[src/rtl/rfPhoenixPkg.sv]
// Shared rfPhoenix types: memory response argument, thread count and the
// response-arbiter state encoding.
package rfPhoenixPkg;

    localparam int NTHREADS = 4;
    localparam int TW       = $clog2(NTHREADS);

    typedef struct packed {
        logic [TW-1:0] thread;
        logic [5:0]    tgt;
        logic [31:0]   res;
    } MemoryArg_t;

    typedef enum logic [1:0] {IDLE, REQ, WAIT, HOLD} MemRespArbState_t;

endpackage

[src/rtl/rfphoenix_rr_pick.sv]
// Combinational round-robin picker: first requester after 'last', modulo NSRC.
module rfphoenix_rr_pick #(
    parameter int NSRC = 4,
    parameter int SW   = 2
) (
    input  logic [NSRC-1:0] req,
    input  logic [SW-1:0]   last,
    output logic            gnt_v,
    output logic [SW-1:0]   gnt
);

    logic [SW-1:0] idx;

    always_comb begin
        gnt_v = 1'b0;
        gnt   = '0;
        idx   = '0;
        for (int i = 1; i <= NSRC; i++) begin
            idx = SW'((int'(last) + i) % NSRC);
            if (!gnt_v && req[idx]) begin
                gnt_v = 1'b1;
                gnt   = idx;
            end
        end
    end

endmodule

[src/rtl/rfphoenix_mem_resp_arbiter.sv]
// Drains NSRC memory-response FIFOs (read latency 1) onto the writeback port.
// Optional statistics counters: define RFPHOENIX_MEM_RESP_ARB_STATS_EN.
//
// state | meaning
// IDLE  | pick next non-empty source, pulse its rd_en
// REQ   | rd_en high this cycle; FIFO presents data next cycle
// WAIT  | FIFO dout valid; capture or discard on rollback
// HOLD  | response offered on wb_v until accepted or rolled back
module rfphoenix_mem_resp_arbiter
    import rfPhoenixPkg::*;
#(
    parameter int NSRC = 4,
    parameter int SW   = (NSRC > 1) ? $clog2(NSRC) : 1
) (
    input  logic                clk,
    input  logic                rst,
    input  logic [NSRC-1:0]     src_empty,
    input  logic [NSRC-1:0]     src_v,
    input  MemoryArg_t          src_dout [0:NSRC-1],
    output logic [NSRC-1:0]     src_rd,
    input  logic [NTHREADS-1:0] rollback,
    output logic                wb_v,
    output MemoryArg_t          wb_arg,
    input  logic                wb_ready,
    output logic [SW-1:0]       wb_src,
    output logic                busy,
    output logic                drop
`ifdef RFPHOENIX_MEM_RESP_ARB_STATS_EN
    ,
    output logic [31:0]         stat_grant [0:NSRC-1],
    output logic [31:0]         stat_drop
`endif
);

    MemRespArbState_t state;
    logic             hold_v;
    logic [SW-1:0]    last;
    logic             gnt_v;
    logic [SW-1:0]    gnt;
    logic [NSRC-1:0]  onehot0;

    assign onehot0 = {{(NSRC-1){1'b0}}, 1'b1};

    rfphoenix_rr_pick #(.NSRC(NSRC), .SW(SW)) u_pick (
        .req   (~src_empty),
        .last  (last),
        .gnt_v (gnt_v),
        .gnt   (gnt)
    );

    // Rollback of the held thread masks the offer in the same cycle.
    assign wb_v = hold_v & ~rollback[wb_arg.thread];
    assign busy = (state != IDLE);

    always_ff @(posedge clk or posedge rst) begin
        if (rst) begin
            state  <= IDLE;
            src_rd <= '0;
            hold_v <= 1'b0;
            wb_arg <= '0;
            wb_src <= '0;
            last   <= SW'(NSRC-1);
            drop   <= 1'b0;
        end else begin
            drop <= 1'b0;
            case (state)
                IDLE: begin
                    if (gnt_v) begin
                        src_rd <= onehot0 << gnt;
                        wb_src <= gnt;
                        last   <= gnt;
                        state  <= REQ;
                    end else begin
                        src_rd <= '0;
                    end
                end
                REQ: begin
                    src_rd <= '0;
                    state  <= WAIT;
                end
                WAIT: begin
                    if (src_v[wb_src]) begin
                        if (rollback[src_dout[wb_src].thread]) begin
                            drop  <= 1'b1;
                            state <= IDLE;
                        end else begin
                            wb_arg <= src_dout[wb_src];
                            hold_v <= 1'b1;
                            state  <= HOLD;
                        end
                    end
                end
                HOLD: begin
                    if (rollback[wb_arg.thread]) begin
                        hold_v <= 1'b0;
                        drop   <= 1'b1;
                        state  <= IDLE;
                    end else if (wb_ready) begin
                        hold_v <= 1'b0;
                        state  <= IDLE;
                    end
                end
                default: state <= IDLE;
            endcase
        end
    end

    a_wait_valid: assert property (@(posedge clk) disable iff (rst)
        (state == WAIT) |-> src_v[wb_src])
        else $error("src_v low in WAIT for source %0d", wb_src);

`ifdef RFPHOENIX_MEM_RESP_ARB_STATS_EN
    always_ff @(posedge clk or posedge rst) begin
        if (rst) begin
            for (int i = 0; i < NSRC; i++) stat_grant[i] <= '0;
            stat_drop <= '0;
        end else begin
            if (state == IDLE && gnt_v && stat_grant[gnt] != '1)
                stat_grant[gnt] <= stat_grant[gnt] + 32'd1;
            if (drop && stat_drop != '1)
                stat_drop <= stat_drop + 32'd1;
        end
    end
`endif

endmodule

[config.mk]
export PLATFORM = sky130hd
export DESIGN_NAME = rfphoenix_mem_resp_arbiter
export DESIGN_NICKNAME = d
export VERILOG_FILES = /design/src/rtl/rfPhoenixPkg.sv /design/src/rtl/rfphoenix_rr_pick.sv /design/src/rtl/rfphoenix_mem_resp_arbiter.sv
export SDC_FILE = /design/constraint.sdc
export NUM_CORES = 1
export LEC_CHECK = 0
export BUFFER_PORTS_ARGS = -buffer_cell sky130_fd_sc_hd__buf_4
export CORE_ASPECT_RATIO = 0.9
export CORE_MARGIN = 2
export CORE_UTILIZATION = 38
export DETAILED_ROUTE_END_ITERATION = 10
export GPL_TIMING_DRIVEN = 0
export PLACE_DENSITY = 0.81
export SKIP_CTS_REPAIR_TIMING = 1
export SLEW_MARGIN = 20
export SYNTH_ARGS = -nofsm -noshare
export SYNTH_HDL_FRONTEND = slang
export SYNTH_SLANG_ARGS = --single-unit
[constraint.sdc]
create_clock -name clk -period 2.55 [get_ports clk]
set_clock_uncertainty 0.2 [all_clocks]
set_input_delay 0.1275 -clock clk [delete_from_list [all_inputs] [get_ports clk]]
set_output_delay 0.1275 -clock clk [all_outputs]
set_load 0.01 [all_outputs]
==> results of run 1 <==
layout make-up:
cell class                 instances  area, µm²  area share (%)
multi-input combinational        127       1890            35.7
clock buffer                       5       68.8            1.30
timing repair buffer             226       1710            32.4
inverter                           4       15.0           0.284
sequential                        52       1300            24.7
tap                              119        149            2.82
buffer                            14        129            2.44
clock inverter                     3       18.8           0.355
power by group through the flow:
stage	logic, µW	registers, µW	clock network [µW]
after CTS	3470	1530	491
after floorplan	2080	1680	0
final	3400	1550	467
after global placement	3370	1530	0
after detailed placement	3460	1530	0
after global routing	3630	1610	522
synth_stat cells, types with 2 or more instances:
library cell,instances,area share [%]
dfrtp_1,50,38
mux4_2,42,28
mux2_4,41,18
clkbuf_1,8,0.90
a22o_1,5,1.3
nand2_1,5,0.56
nor2_1,5,0.56
a21oi_1,4,0.60
buf_12,4,2.4
inv_1,4,0.45
a21o_1,3,0.68
mux2_2,3,1.0
o21ai_0,3,0.45
dfstp_2,2,1.6
nand2b_1,2,0.38
nor2b_1,2,0.38
nor3_1,2,0.30
metrics by stage:
stage / util, % / setup WS [ns]
5_1_grt: 61.7 / -0.169
3_3_place_gp: 60.2 / -0.194
4_1_cts: 61.4 / -0.231
2_1_floorplan: - / -0.0219
6_report: 61.7 / -0.0863
3_5_place_dp: 60.4 / -0.212
cells by family after synthesis:
logic type	share of synthesized area, %
muxes	48.6
DFF	39.1
AOI/OAI and AO/OA	4.58
and+or+nand+nor	3.34
buffers and inverters	4.35
worst max path at each step:
stage                             end  slack (ns)  cells past startpoint
5_1_grt        wb_arg[34]$_DFFE_PP0P_       -0.17                      7
2_1_floorplan   wb_arg[0]$_DFFE_PP0P_       -0.02                      7
3_3_place_gp   wb_arg[26]$_DFFE_PP0P_       -0.19                      5
3_5_place_dp   wb_arg[26]$_DFFE_PP0P_       -0.21                      5
6_report       wb_arg[26]$_DFFE_PP0P_       -0.09                      7
4_1_cts        wb_arg[26]$_DFFE_PP0P_       -0.23                      5
per-layer routing:
| layer | up-vias | track usage, % |
|---|---|---|
| li1 | 1257 | - |
| met1 | 1395 | 24.7 |
| met2 | 152 | 39.9 |
| met3 | 21 | 4.75 |
| met4 | 0 | 4.93 |
| met5 | - | 0 |
critical path: stages (launching register included):
cell,delay [ns]
dfrtp_1,0.37
buf_6,0.14
mux4_2,0.57
mux2_4,0.33
o22a_4,0.26
nor2_8,0.18
buf_12,0.18
mux2_4,0.30
state kept, by name, summed over array words and instances, names as in the netlist:
register and cells:
wb_arg 40, src_rd 4, last 2, state 2
wb_src 2, drop 1, hold_v 1
==> results.tsv, run 1 <==
stage	metric	value	unit
pwr	Gate power share	62.8	%
drt	routed length per instance	18.6	µm
synthesis	Ys Warns	0	
synthesis	Post-Syn Instances	198	
pwr	Pwr Density	1030	mW/mm²
place	Placed Cells	541	
pwr	clock network power share	8.6	%
timing	setup_tns	-2.91	ns
setup_path	CP max FO	10	
pwr	sequential share of power	28.6	%
clock_tree	Inserted Clock Buffers	5	
timing	Final WS setup	-0.0863	ns
floorplan	Die Footprint	0.00954	mm²
clock_tree	CTS max path bufs	2	
synthesis	register area share after synthesis	39.1	%
place	Placed Area	0.00518	mm²
drt	Via Count	2825	
floorplan	core region area	0.00857	mm²
drt	met1 wire length	3900	µm
setup_path	arrival time at the worst endpoint	2.62	ns
grt	largest net degree at the start of global routing	29	
pwr	P_leak	0.00253	µW
drt	WL met2	5370	µm
setup_path	crit path kind	reg -> reg	
timing	final slew viol count	0	
synthesis	ys flop type	dfrtp_1	
pwr	Int Pwr	3540	µW
timing	RSZ-0062 raised after global routing	yes	
floorplan	Die W	103	µm
drt	Pre-Repair DR Iteration Count	4	
pwr	Net Sw Frac	34.8	%
setup_path	reg-to-reg slack, setup	-0.09	ns
place	input/output buffers	223	
cells_and_area	layout net count	605	
synthesis	synthesized flop and latch total	52	
grt	total track usage	21.4	%
pwr	maximum vdd drop	498	µV
clock_tree	Reg clk slew, reported paths	0.09	ns
setup_path	Reg2Reg Launch Point	wb_src[0]$_DFFE_PP0P_	
grt	vias in the first global route	3139	
synthesis	async set-reset flop share out of synthesis	100	%
drt	drt drc	0	
cells_and_area	most frequent cells in the layout	buf_4 (223), dfrtp_1 (50), mux4_2 (42)	
cells_and_area	finished layout cell area	0.00528	mm²
setup_path	Worst setup EP type	flop	
run_status	outcome	finished, violations left	
drt	met3 WL	808	µm
clock_tree	CTS root buf	clkbuf_8	
clock_tree	Clock Latency Late Sink	0.30	ns
floorplan	Starting Density	38.9	%
place	Placer Congestion	0.809	
timing	Fin Hold WS	0.0241	ns
synthesis	Post-Syn Area	0.00333	mm²
pwr	final total power	5420	µW
cells_and_area	commonest non-fill, non-tap cell in the layout	buf_4	
cells_and_area	Non-Filler Instances	550	
drt	initial drt markers	36	
place	post-DP HPWL	8460	µm
floorplan	number of core rows	32	
run	Max Cap Viol	0	
cells_and_area	P&R area growth vs syn	58.5	%
setup_path	path depth of the worst reg2reg path	7	
run_status	failing checks	setup timing	
setup_path	Setup crit start kind	flop	
drt	ANT nets after route	0	
timing	fmax	379	MHz
floorplan	Die Height	92.9	µm
cells_and_area	layout cells sized above 1	77.0	%
drt	WL final	10300	µm
synthesis	Avg Cell Area, Syn	16.8	µm²
synthesis	Synth cell types	30	
synthesis	Syn Nets	373	
timing	Worst slew margin	45.6	%
floorplan	num ports	224	
grt	GRT overflow	0	
timing	Final setup viols	40	
clock_tree	TritonCTS clock tree	done	
setup_path	Critical Path Start	wb_src[0]$_DFFE_PP0P_	
timing	Final Hold Fails	0	
clock_tree	CTS Sinks	52	
hold_path	Hold Path Origin	src_empty[0]	
cells_and_area	antenna diode count	0	
timing	Tcrit/Tclk final	103	%
hold_path	Min-Delay Path Depth	3	
pwr	P_sw	1880	µW
timing	fin crit period	2.64	ns
clock_tree	htree depth	2	
synthesis	number of flops mapped to enable cells by yosys	0	
timing	worst-margin pin slew	0.817	ns
hold_path	Min-Delay Path Class	in -> reg	
hold_path	Worst Hold Path EP	src_rd[0]$_DFFE_PP0P_	
grt	initial antenna violation count	0	
drt	DR top layer	met4	
setup_path	Crit path required time	2.53	ns
cells_and_area	Fill cells	677	
grt	first-pass GRT wire length	15600	µm
drt	post-DR vias/cell	5.14	
setup_path	r2r endpoint	wb_arg[26]$_DFFE_PP0P_	
No activity file was read; power rests on OpenSTA's default activity.
==> inputs of run 2 (changes only) <==
- CORE_ASPECT_RATIO: 0.9 -> not set
- CTS_CLUSTER_SIZE: not set -> 25
==> results.tsv, run 2 (synthesized netlist as in run 1, its figures left out) <==
stage	metric	value	unit	change
floorplan	Die W	97.7	µm	-4.9%
clock_tree	TritonCTS clock tree	done		
setup_path	Setup crit start kind	flop		
pwr	Pwr Density	1030	mW/mm²	+0.37%
drt	routed length per instance	17.9	µm	-3.8%
cells_and_area	final core utilization	62.0	%	+0.33 points
cells_and_area	antenna diode count	0		unchanged
place	Placer Congestion	0.768		-5.1%
drt	initial drt markers	33		-8.3%
clock_tree	Reg clk slew, reported paths	0.08	ns	about the same
timing	Final WS setup	-0.169	ns	-0.0826 ns
place	Place WS	-0.256	ns	-0.0441 ns
cells_and_area	largest registers	wb_arg x40, src_rd x4		
setup_path	crit path kind	reg -> reg		
grt	vias in the first global route	3018		-3.9%
drt	ANT nets after route	0		unchanged
pwr	Net Sw Frac	34.0	%	-0.76 points
run_status	outcome	finished, violations left		
drt	met1 wire length	3470	µm	-11%
setup_path	CP dominant cell by count	mux2_4		
clock_tree	htree depth	2		unchanged
timing	fmax	368	MHz	-3.0%
drt	Via Count	2807		-0.64%
setup_path	CP bufs+invs	2		unchanged
clock_tree	CTS max path bufs	2		unchanged
grt	total track usage	20.0	%	-1.4 points
place	post-DP HPWL	7960	µm	-6.0%
pwr	sequential share of power	28.3	%	-0.3 points
timing	RSZ-0062 raised after global routing	yes		
drt	met3 WL	682	µm	-16%
cells_and_area	layout net count	610		+0.83%
drt	WL met2	5430	µm	+1.0%
timing	Final Hold Fails	0		unchanged
pwr	Gate power share	63.0	%	+0.2 points
setup_path	Crit path required time	2.53	ns	about the same
floorplan	Starting Density	38.8	%	-0.11 points
cells_and_area	commonest non-fill, non-tap cell in the layout	buf_4		
place	input/output buffers	223		unchanged
cells_and_area	register area	0.00130	mm²	unchanged
clock_tree	Clock Latency Late Sink	0.29	ns	about the same
pwr	P_leak	0.00256	µW	+1.1%
cells_and_area	most flop-heavy register	wb_arg		
setup_path	Cell Chain, Critical Path	buf_6 > mux4_2 > mux2_4 > o22a_4 > nor2_8 > clkbuf_16 > mux2_4		
timing	Final setup viols	40		unchanged
cells_and_area	most frequent cells in the layout	buf_4 (227), dfrtp_1 (50), mux4_2 (42)		
pwr	P_sw	1870	µW	-1.0%
pwr	Int Pwr	3620	µW	+2.4%
timing	final slew viol count	0		unchanged
grt	largest net degree at the start of global routing	28		-3.4%
drt	drt drc	0		unchanged
timing	Worst slew margin	44.7	%	-0.89 points
clock_tree	CTS root buf	clkbuf_8		
cells_and_area	multi-input gate area in the final layout	0.00189	mm²	unchanged
pwr	clock network power share	8.7	%	about the same
drt	DR top layer	met4		
floorplan	number of core rows	34		+6.3%
cells_and_area	max reg flops	40		unchanged
setup_path	CP peak stage delay	0.58	ns	about the same
timing	setup_tns	-6.30	ns	-3.39 ns
place	Placed Cells	530		-2.0%
floorplan	num ports	224		unchanged
floorplan	Die Height	97.7	µm	+5.2%
run	Max Cap Viol	0		unchanged
setup_path	reg-to-reg slack, setup	-0.17	ns	-0.08 ns
pwr	maximum vdd drop	484	µV	-3.0%
timing	Tcrit/Tclk final	107	%	+3.2 points
cells_and_area	Non-Filler Instances	544		-1.1%
timing	fin crit period	2.72	ns	+0.0826 ns
run_status	failing checks	setup timing		
cells_and_area	P&R area growth vs syn	59.8	%	
drt	post-DR vias/cell	5.16		+0.46%
grt	initial antenna violation count	0		unchanged
setup_path	slowest cell on the critical path	mux4_2		
drt	Pre-Repair DR Iteration Count	4		unchanged
setup_path	arrival time at the worst endpoint	2.70	ns	+0.08 ns
floorplan	Die Footprint	0.00954	mm²	about the same
timing	worst-margin pin slew	0.830	ns	+0.0133 ns
floorplan	core region area	0.00859	mm²	+0.29%
drt	WL final	9760	µm	-4.8%
clock_tree	Inserted Clock Buffers	5		unchanged
cells_and_area	layout cells sized above 1	76.8	%	-0.20 points
setup_path	Top delay family on crit path	multiplexers		
setup_path	Worst setup EP type	flop		
cells_and_area	Fill cells	677		unchanged
setup_path	CP max FO	6		-4
clock_tree	CTS Sinks	52		unchanged
grt	GRT overflow	0		unchanged
hold_path	Min-Delay Path Class	in -> reg		
grt	first-pass GRT wire length	15000	µm	-3.5%
-- run 2: cell count changes in the layout (fill, tap and decap cells not counted), sizes merged --
cell / before / now
buf: 230 / 234
clkinv: 3 / 0
clkbuf: 13 / 17
-- run 2: metrics by stage --
step	power (µW)	hold slack (ns)	instance area, µm²
detailed placement	4990	0.0444	5160
finish	5490	0.0266	5330
floorplan	3750	0.133	3330
CTS	5490	-0.285	5250
global placement	4880	0.239	5140
global route	5830	0.0279	5330
-- run 2: worst paths after layout --
kind                                              from                      to  cells after the start
min in group asynchronous                          rst   wb_arg[3]$_DFFE_PP0P_                      3
worst max register to register   wb_src[0]$_DFFE_PP0P_  wb_arg[30]$_DFFE_PP0P_                      7
worst min register to register  wb_arg[30]$_DFFE_PP0P_  wb_arg[30]$_DFFE_PP0P_                      1
worst max-delay path             wb_src[0]$_DFFE_PP0P_  wb_arg[30]$_DFFE_PP0P_                      7
max in group asynchronous                          rst     last[0]$_DFFE_PP1P_                      4
worst min-delay path                      src_empty[0]   src_rd[2]$_DFFE_PP0P_                      3
-- run 2: routing by layer --
metal	track usage, %	vias to the layer above
li1	-	1267
met5	0	-
met3	4.53	14
met2	37.2	150
met1	22.5	1376
met4	6.20	0
-- run 2: final cells by class --
cell class | instances | share of cell area (%)
repair buffers | 231 | 33.2
multi-input cells | 127 | 35.4
clock buffers | 8 | 1.69
inverters | 4 | 0.282
plain buffers | 14 | 2.42
flip-flops and latches | 52 | 24.5
well taps | 108 | 2.54
-- run 2: worst reg2reg max path: stages, from the launching register on --
cell and delay, ns:
dfrtp_1 0.39, buf_6 0.15, mux4_2 0.58, mux2_4 0.34
o22a_4 0.26, nor2_8 0.20, clkbuf_16 0.20, mux2_4 0.29
-- run 2: power groups by stage --
stage / logic, µW / registers, µW / clock network (µW)
6_report: 3450 / 1550 / 479
5_1_grt: 3700 / 1610 / 525
3_3_place_gp: 3350 / 1530 / 0
2_1_floorplan: 2080 / 1680 / 0
3_5_place_dp: 3440 / 1550 / 0
4_1_cts: 3450 / 1540 / 495
==> inputs of run 3 (changes only) <==
- GPL_TIMING_DRIVEN: 0 -> not set
==> results.tsv, run 3 (synthesized netlist as in run 1, its figures left out) <==
stage	metric	value	unit	change
clock_tree	Clock Latency Late Sink	0.30	ns	about the same
cells_and_area	largest registers	wb_arg x40, src_rd x4		
pwr	Pwr Density	1040	mW/mm²	+1.1%
timing	worst-margin pin slew	0.704	ns	-0.126 ns
timing	Final setup viols	0		-100%
drt	post-DR vias/cell	5.19		+0.54%
drt	Via Count	2765		-1.5%
cells_and_area	Fill cells	695		+2.7%
grt	initial antenna violation count	0		unchanged
cells_and_area	layout cells sized above 1	78.6	%	+1.8 points
hold_path	Min-Delay Path Depth	3		unchanged
grt	first-pass GRT wire length	15000	µm	-0.33%
floorplan	core region area	0.00859	mm²	unchanged
clock_tree	htree depth	2		unchanged
pwr	maximum vdd drop	365	µV	-25%
cells_and_area	P&R area growth vs syn	57.6	%	
cells_and_area	most frequent cells in the layout	buf_4 (230), dfrtp_1 (48), mux4_2 (42)		
grt	GRT overflow	0		unchanged
run_status	outcome	complete, no violations		
setup_path	path depth of the worst reg2reg path	6		-1
clock_tree	CTS max path bufs	2		unchanged
clock_tree	CTS Sinks	52		unchanged
setup_path	r2r endpoint	wb_arg[36]$_DFFE_PP0P_		
drt	drt drc	0		unchanged
grt	largest net degree at the start of global routing	34		+21%
timing	Tcrit/Tclk final	99.0	%	-7.6 points
cells_and_area	max reg flops	40		unchanged
cells_and_area	register area	0.00131	mm²	+0.19%
drt	ANT nets after route	0		unchanged
timing	fmax	396	MHz	+7.7%
setup_path	Reg2Reg Launch Point	wb_src[0]$_DFFE_PP0P_		
run	Max Cap Viol	0		unchanged
place	Placed Area	0.00511	mm²	-1.1%
cells_and_area	finished layout cell area	0.00526	mm²	-1.4%
grt	total track usage	19.8	%	-0.17 points
clock_tree	Reg clk slew, reported paths	0.09	ns	about the same
setup_path	CP max FO	22		+16
setup_path	crit path kind	reg -> reg		
setup_path	reg-to-reg slack, setup	0.03	ns	+0.19 ns
cells_and_area	most flop-heavy register	wb_arg		
timing	RSZ-0062 raised after global routing	yes		
hold_path	Min-Delay Path Class	in -> reg		
timing	fin crit period	2.52	ns	-0.195 ns
cells_and_area	final core utilization	61.2	%	-0.84 points
floorplan	Die Footprint	0.00954	mm²	unchanged
clock_tree	TritonCTS clock tree	done		
cells_and_area	antenna diode count	0		unchanged
setup_path	Crit path required time	2.54	ns	about the same
setup_path	arrival time at the worst endpoint	2.51	ns	-0.19 ns
timing	final slew viol count	0		unchanged
clock_tree	CTS root buf	clkbuf_8		
place	input/output buffers	223		unchanged
drt	initial drt markers	70		+110%
setup_path	Setup crit start kind	flop		
floorplan	num ports	224		unchanged
cells_and_area	multi-input gate area in the final layout	0.00189	mm²	unchanged
place	post-DP HPWL	7770	µm	-2.4%
pwr	P_leak	0.00253	µW	-1.2%
grt	vias in the first global route	3023		+0.17%
drt	routed length per instance	17.7	µm	-1.4%
hold_path	Hold Path Origin	src_empty[0]		
setup_path	Worst setup EP type	flop		
floorplan	Starting Density	38.8	%	unchanged
cells_and_area	commonest non-fill, non-tap cell in the layout	buf_4		
timing	Worst slew margin	53.0	%	+8.3 points
floorplan	Die Height	97.7	µm	unchanged
cells_and_area	layout net count	599		-1.8%
clock_tree	Inserted Clock Buffers	5		unchanged
drt	Pre-Repair DR Iteration Count	4		unchanged
drt	WL final	9430	µm	-3.4%
place	Placer Congestion	0.835		+8.7%
floorplan	number of core rows	34		unchanged
floorplan	Die W	97.7	µm	unchanged
hold_path	Worst Hold Path EP	src_rd[0]$_DFFE_PP0P_		
timing	Final Hold Fails	0		unchanged
==> run 3: cell types whose count changed in the layout (fill, tap and decap cells not counted), sizes merged <==
cell and change:
bufinv +1, clkbuf -10, buf -2
==> run 3: layer usage <==
| metal | vias up | share of wire [%] | track usage (%) |
|---|---|---|---|
| li1 | 1244 | - | - |
| met1 | 1365 | 36 | 22.2 |
| met2 | 148 | 55 | 37.1 |
| met3 | 8 | 8.8 | 6.12 |
| met4 | 0 | 0.99 | 3.53 |
| met5 | - | 0 | 0 |
==> run 3: where the power goes <==
part | switching [µW] | internal [µW] | total (µW)
combinational | 1230 | 2060 | 3300
clock | 259 | 346 | 605
sequential | 315 | 1260 | 1570
total | 1810 | 3670 | 5470
==> run 3: per-stage QoR <==
step / power [µW] / hold slack [ns] / worst slack (ns) / cells / setup TNS [ns]
3_5_place_dp: 4930 / 0.0910 / 0.0371 / 523 / 0
4_1_cts: 5550 / -0.245 / 0.0190 / 531 / 0
5_1_grt: 5810 / 0.0342 / -0.0315 / 533 / -0.519
6_report: 5470 / 0.0324 / 0.0259 / 533 / 0
2_1_floorplan: 3750 / 0.133 / -0.0219 / 198 / -0.876
3_3_place_gp: 4840 / 0.0855 / 0.0853 / 523 / 0
==> run 3: layout make-up <==
| cell class | instances | share of cell area (%) |
|---|---|---|
| Inverter | 4 | 0.286 |
| Clock inverter | 1 | 0.571 |
| Clock buffer | 7 | 1.83 |
| Timing Repair Buffer | 234 | 34.0 |
| Sequential cell | 52 | 24.9 |
| Tap cell | 108 | 2.57 |
| Multi-Input combinational cell | 127 | 35.9 |
==> run 3: how the worst max path moves through the flow <==
| stage | startpoint | endpoint | slack, ns | cells past startpoint |
|---|---|---|---|---|
| floorplan | wb_src[0]$_DFFE_PP0P_ | wb_arg[0]$_DFFE_PP0P_ | -0.02 | 7 |
| global placement | wb_src[0]$_DFFE_PP0P_ | wb_arg[5]$_DFFE_PP0P_ | 0.09 | 6 |
| detailed placement | wb_src[0]$_DFFE_PP0P_ | wb_arg[12]$_DFFE_PP0P_ | 0.04 | 6 |
| CTS | wb_src[0]$_DFFE_PP0P_ | wb_arg[36]$_DFFE_PP0P_ | 0.02 | 6 |
| global route | wb_src[0]$_DFFE_PP0P_ | wb_arg[36]$_DFFE_PP0P_ | -0.03 | 7 |
| finish | wb_src[0]$_DFFE_PP0P_ | wb_arg[36]$_DFFE_PP0P_ | 0.03 | 6 |
==> run 3: worst max-delay path, cell delays in order, from the launching register on <==
cell and delay, ns:
dfrtp_2 0.40, mux4_2 0.56, mux2_4 0.32, o22a_4 0.26, nor2_8 0.12, buf_12 0.21, mux2_4 0.32
